File: src/rtl/uart_tx_fifo_drain.sv
// FIFO read-side drain: pops one word per frame and shifts it out as UART 8N1 (LSB first).
// Define UART_TX_PARITY_EN to insert an even-parity bit between the data bits and the stop bits.
module uart_tx_fifo_drain #(
    parameter int DATA_SIZE    = 8,
    parameter int CLKS_PER_BIT = 434,
    parameter int STOP_BITS    = 1
) (
    input  logic                 clk,
    input  logic                 reset,
    input  logic                 enable,
    input  logic                 fifo_empty,
    input  logic [DATA_SIZE-1:0] fifo_rd_data,
    output logic                 fifo_rd,
    output logic                 tx,
    output logic                 tx_busy,
    output logic                 tx_done_tick
);

    localparam int BW = $clog2(CLKS_PER_BIT);
    localparam int IW = $clog2(DATA_SIZE + 1);
    localparam logic [BW-1:0] BAUD_LAST = BW'(CLKS_PER_BIT - 1);
    localparam logic [IW-1:0] DATA_LAST = IW'(DATA_SIZE - 1);
    localparam logic [IW-1:0] STOP_LAST = IW'(STOP_BITS - 1);

`ifdef UART_TX_PARITY_EN
    typedef enum logic [2:0] {IDLE, START, DATA, PARITY, STOP} state_t;
`else
    typedef enum logic [2:0] {IDLE, START, DATA, STOP} state_t;
`endif

    state_t               state, state_n;
    logic [BW-1:0]        baud, baud_n;
    logic [IW-1:0]        bit_idx, idx_n;
    logic [DATA_SIZE-1:0] shift_reg, shift_n;
    logic                 tx_q, tx_n;
    logic                 baud_last;

`ifdef UART_TX_PARITY_EN
    logic parity_q;

    always_ff @(posedge clk) begin
        if (reset)        parity_q <= 1'b0;
        else if (fifo_rd) parity_q <= ^fifo_rd_data;
    end
`endif

    always_ff @(posedge clk) begin
        if (reset) begin
            state     <= IDLE;
            baud      <= '0;
            bit_idx   <= '0;
            shift_reg <= '0;
            tx_q      <= 1'b1;
        end else begin
            state     <= state_n;
            baud      <= baud_n;
            bit_idx   <= idx_n;
            shift_reg <= shift_n;
            tx_q      <= tx_n;
        end
    end

    assign baud_last = (baud == BAUD_LAST);

    // tx_n is the line level for the next cycle, so tx stays a pure flop output.
    always_comb begin
        state_n      = state;
        baud_n       = baud;
        idx_n        = bit_idx;
        shift_n      = shift_reg;
        tx_n         = tx_q;
        fifo_rd      = 1'b0;
        tx_done_tick = 1'b0;
        case (state)
            IDLE: begin
                tx_n = 1'b1;
                // Gated by reset so a held reset never pops a word it would then discard.
                if (!reset && enable && !fifo_empty) begin
                    fifo_rd = 1'b1;
                    shift_n = fifo_rd_data;
                    baud_n  = '0;
                    idx_n   = '0;
                    tx_n    = 1'b0;
                    state_n = START;
                end
            end
            START: begin
                if (baud_last) begin
                    baud_n  = '0;
                    idx_n   = '0;
                    tx_n    = shift_reg[0];
                    state_n = DATA;
                end else begin
                    baud_n = baud + 1'b1;
                end
            end
            DATA: begin
                if (baud_last) begin
                    baud_n  = '0;
                    shift_n = shift_reg >> 1;
                    if (bit_idx == DATA_LAST) begin
                        idx_n   = '0;
`ifdef UART_TX_PARITY_EN
                        tx_n    = parity_q;
                        state_n = PARITY;
`else
                        tx_n    = 1'b1;
                        state_n = STOP;
`endif
                    end else begin
                        idx_n = bit_idx + 1'b1;
                        tx_n  = shift_n[0];
                    end
                end else begin
                    baud_n = baud + 1'b1;
                end
            end
`ifdef UART_TX_PARITY_EN
            PARITY: begin
                if (baud_last) begin
                    baud_n  = '0;
                    idx_n   = '0;
                    tx_n    = 1'b1;
                    state_n = STOP;
                end else begin
                    baud_n = baud + 1'b1;
                end
            end
`endif
            STOP: begin
                // bit_idx counts stop bits here so the baud counter stays one bit-time wide.
                if (baud_last) begin
                    baud_n = '0;
                    if (bit_idx == STOP_LAST) begin
                        tx_done_tick = 1'b1;
                        idx_n        = '0;
                        tx_n         = 1'b1;
                        state_n      = IDLE;
                    end else begin
                        idx_n = bit_idx + 1'b1;
                    end
                end else begin
                    baud_n = baud + 1'b1;
                end
            end
            default: begin
                tx_n    = 1'b1;
                state_n = IDLE;
            end
        endcase
    end

    assign tx      = tx_q;
    assign tx_busy = (state != IDLE) || fifo_rd;

endmodule

File: config.mk
export PLATFORM = sky130hd
export DESIGN_NAME = uart_tx_fifo_drain
export DESIGN_NICKNAME = d
export VERILOG_FILES = /design/src/rtl/uart_tx_fifo_drain.sv
export SDC_FILE = /design/constraint.sdc
export NUM_CORES = 1
export LEC_CHECK = 0
export ABC_AREA = 1
export BUFFER_PORTS_ARGS = -buffer_cell sky130_fd_sc_hd__clkbuf_2
export CORE_MARGIN = 2
export CORE_UTILIZATION = 42
export DETAILED_ROUTE_END_ITERATION = 6
export GPL_ROUTABILITY_DRIVEN = 0
export GPL_TIMING_DRIVEN = 0
export PLACE_DENSITY = 0.63
export SLEW_MARGIN = 0
export SYNTH_ARGS = -nofsm -noshare
export SYNTH_HDL_FRONTEND = slang
export SYNTH_SLANG_ARGS = --single-unit
File: constraint.sdc
create_clock -name clk -period 1.8 [get_ports clk]
set_clock_uncertainty 0.05 [all_clocks]
set_input_delay 0.18 -clock clk [delete_from_list [all_inputs] [get_ports clk]]
set_output_delay 0.18 -clock clk [all_outputs]
set_load 0.1 [all_outputs]
Word level (Yosys, flattened, before mapping) --
Index checks and enable logic that the tools add are counted.
Word-level totals: register bits after elaboration 25, input bits 12, output and inout port bits 4
Cells by class: add/subtract/negate cells 2, equality and inequality tests 11, muxes and demuxes 32, reductions and logical operators 17
Operators with widths (count):
- 4-bit two-way mux | 6
- 3-bit two-way mux | 6
- 9-bit two-way mux | 2
- 9-bit one-hot mux with 2 select lines | 1
- 8-bit two-way mux | 2
- 4-bit one-hot mux with 4 select lines | 1
- 8-bit one-hot mux with 2 select lines | 1
- 2-bit != test, second input constant | 6
- 3-bit one-hot mux with 4 select lines | 1
- 1-bit two-way mux | 11
- 9-bit by 1-bit adder with 9-bit output, second input constant | 1
- 9-bit equality test, second input constant | 1
- 3-bit by 2-bit equality test with 1-bit output, second input constant | 2
- 6-bit AND reduction | 1
- 5-bit AND reduction | 1
- 4-bit by 1-bit adder with 4-bit output, second input constant | 1
- 4-bit by 3-bit equality test with 1-bit output, second input constant | 1
- 4-bit logical NOT | 1
- 1-bit one-hot mux with 4 select lines | 1
- 4-bit AND reduction | 1
- 2-bit nonzero test | 2
- 4-bit nonzero test | 1
- 3-bit by 1-bit equality test with 1-bit output, second input constant | 1
- 3-bit logical NOT | 1
- 7 further kinds | 9

Depth between registers and ports, before layout --
depth after elaboration 6, mapped depth 10, mapped depth without buffers 10

Least setup slack after synthesis --
Ideal clock, no wire load.
path kind register -> output, start point register baud[0], end point output tx_done_tick, data arrival time 3047 ps, path slack -1477 ps, cell stages (with the launch flop) 6, path buffers 0, cells stage by stage dfxtp_1 -> ha_1 -> nand2_1 -> nor2_4 -> nand3_4 -> nor3b_1
On the way: word-level cells in the longest chain between the ends 3
Ends and longest elaborated chain:
- start, declared | line 32 | logic [BW-1:0] baud, baud_n;
- start signal, assigned | line 56 | baud <= baud_n;
- 9-bit equality test | line 63 | assign baud_last = (baud == BAUD_LAST);
- 1-bit two-way mux | line 132 | if (baud_last) begin
- 1-bit two-way mux | line 74 | case (state)
- end, declared | line 16 | output logic tx_done_tick
Every way passes these cells.

Worst setup path after layout --
start point register baud[1], end point output tx_done_tick
Same word-level chain as after synthesis.

==> run summary <==
Outcome - complete, no violations
Crit path max-delay family - simple AND/OR/NAND/NOR gates
Warnings from Yosys - 0
Cell area after layout - 1890 sq um
Reg clk slew, reported paths - 0.08 ns
Layout Nets - 271
Syn_nets - 247
Layout cell share with drive strength beyond 1 - 22.2%
Fmax - 579 MHz
CTS tree - built
CP max-delay cell - dfxtp_2
Port bufs - 15
Power Density - 1260 nW/um^2
Diode count - 0
Worst Max-Slew Pin Slew - 0.537 ns
Via count - 1371
Final wirelength - 3.07 mm
Fin crit share - 96.0%
Global-route wire length before repair - 5.64 mm
Die H - 65.4 microns
Max reg flops - 9
FF+latch area - 485 sq um
Sequential area share after synthesis - 30.3%
Final ANT Viol Nets - 0
Crit path largest cell delay - 0.33 ns
RR Startpoint - state[0]
GRT Total Usage - 16.8%
CP startpoint kind - flop
FP Rows - 22
Avg WL per Cell - 10.4 microns
Multi-input gate area - 1000 sq um
Clk_lat worst skew - 0.27 ns
CP required - 1.57 ns
Ys async rst share - 0%
CP Capture Type - output port
CTS sink cnt - 24
Dpl hpwl - 2.34 mm
Share of the synthesized area in the top cell type - 30.3%
Critical Path Start - baud[1]
Synth area leaders - dfxtp_1 (30%), nand2_1 (16%), ha_1 (7.9%)
Cell area after synthesis - 1580 sq um
Synth-to-layout area growth - 19.5%
Total of max-cap violations - 0
Critical path peak fanout - 2
Critical R2R Capture - shift_reg[0]
Die area - 4280 sq um
# DRC - 0
Levels on crit path - 7
Cts bufs inserted - 3
Initial Utilization - 43.6%
I/O pins - 16
Commonest register cell after synthesis - dfxtp_1
VDD IR-drop max - 0.604 mV
Post-route minimum period - 1.73 ns
Crit path buf inv count - 2
Yosys reg bits - 24
Longest Clk Path Bufs - 2
Pre-antenna DRT Iters - 4
Pin count of the biggest net entering global routing - 14
Hold crit path type - primary input to flop
Final Hold Viols - 0
Crit path capture - tx_done_tick
Reg2Reg Depth - 7
Placement Cell Area - 1730 sq um
Synth cell types - 34
Layout fillers - 379
Most frequent cell after synthesis - nand2_1
RSZ-0062 raised after global routing - false
Max_slew headroom - 64.3%
EDFF count, synth - 0
1st-iter DRT viols - 36
Synth cell count leaders - nand2_1 (67), inv_1 (25), dfxtp_1 (24)
Mapped Cells - 225
Die W - 65.4 microns
Vias in the first global route - 1294
Min Hold Slack - 0.179 ns
P_leak - 0.863 nW
Initial antenna violation count - 0
Clock Tree Root - clkbuf_8
# setup viols final - 0
Core area - 3630 sq um
Vias per cell - 4.63
Crit Path Category - flop to output port
Reg2Reg Setup Slack - 0.14 ns
Critical Path AT - 1.50 ns
Max-slew violation count - 0
Syn_area_per_cell - 7.04 sq um
GR Overflow Total - 0
Post-synth top area cell - dfxtp_1
H-tree levels - 1
Critical Path, Cell by Cell - inv_2, ha_4, nand2_4, nor2_4, nand3_4, nor3b_4, clkbuf_16
==> area by class of cell <==
cell class	instances	area share [%]
Timing Repair Buffer	19	8.00
Inverter	28	5.88
Sequential cell	24	25.6
Tap cell	48	3.17
Multi-Input combinational cell	169	53.0
Buffer	4	1.39
Clock buffer	4	2.91
==> worst min path at each step <==
stage / startpoint / end / slack [ns] / cells past startpoint
floorplan: reset / baud[4] / 0.27 / 3
global placement: shift_reg[0] / shift_reg[0] / 0.40 / 2
detailed placement: shift_reg[2] / shift_reg[2] / 0.41 / 2
CTS: reset / baud[6] / 0.18 / 4
global route: fifo_rd_data[7] / shift_reg[7] / 0.20 / 4
finish: reset / baud[7] / 0.18 / 4
==> power breakdown <==
group	leakage, nW	internal (W)	total [W]	switching (W)
Sequential	0.197	0.000649	0.000716	0.0000672
Combinational	0.638	0.000458	0.00129	0.000831
Clock	0.0288	0.000196	0.000374	0.000178
==> cells in the final DEF (no fill, tap or decap), types with 3 or more instances in the layout <==
cell type  synthesis  layout
ha_1              10       8
inv_1             25      24
buf_4              1       5
nand4_1            5       5
nor2_1            23      23
nand2_4            4       5
dfxtp_1           24      20
clkbuf_8           0       4
clkbuf_2           0      12
nand2_1           67      66
a21oi_1           13      13
nand3_1           20      20
dfxtp_2            0       4
o21ai_0            3       3
==> cell families (layout without fill, tap and decap cells) <==
group | Yosys count | in the layout | synth area share (%)
xor+xnor | 2 | 2 | 1.11
buf+inv | 32 | 55 | 8.45
compound gates | 22 | 22 | 8.93
flops | 24 | 24 | 30.3
fa+ha+maj | 10 | 10 | 7.90
simple gates | 134 | 134 | 42.7
mux | 1 | 1 | 0.632
==> what timing repair did <==
action | 4_1_cts | 5_1_grt
pin swaps | 1 | 4
hold buffers | 0 | 0
gates cloned | 0 | 0
endpoints found under the setup margin | 3 | 12
gates resized for setup | 10 | 10
setup buffers | 1 | 3
==> worst register-to-register path, stage by stage (launching register included) <==
cell and delay, ns:
dfxtp_2 0.35, inv_1 0.12, ha_1 0.22, buf_4 0.22, clkinvlp_4 0.20, o21ai_0 0.20, nand3_1 0.09, a21oi_1 0.14
==> metal layers <==
layer	track usage [%]	wire, microns	up-vias
li1	-	-	759
met1	22.0	1570	597
met2	28.1	1380	10
met3	2.57	66	5
met4	5.47	45	0
met5	0	0	-
==> stage by stage <==
step	util, %	setup slack [ns]	TNS, ns	total power, W	std cells
2_1_floorplan	-	-0.108	-0.108	0.00172	225
3_3_place_gp	47.6	-0.0241	-0.0352	0.00192	288
3_5_place_dp	47.6	-0.0135	-0.0161	0.00193	288
4_1_cts	50.7	-0.00653	-0.00653	0.00236	293
5_1_grt	52.1	0.00547	0	0.00258	296
6_report	52.1	0.0729	0	0.00238	296
No activity file was read; power rests on OpenSTA's default activity.
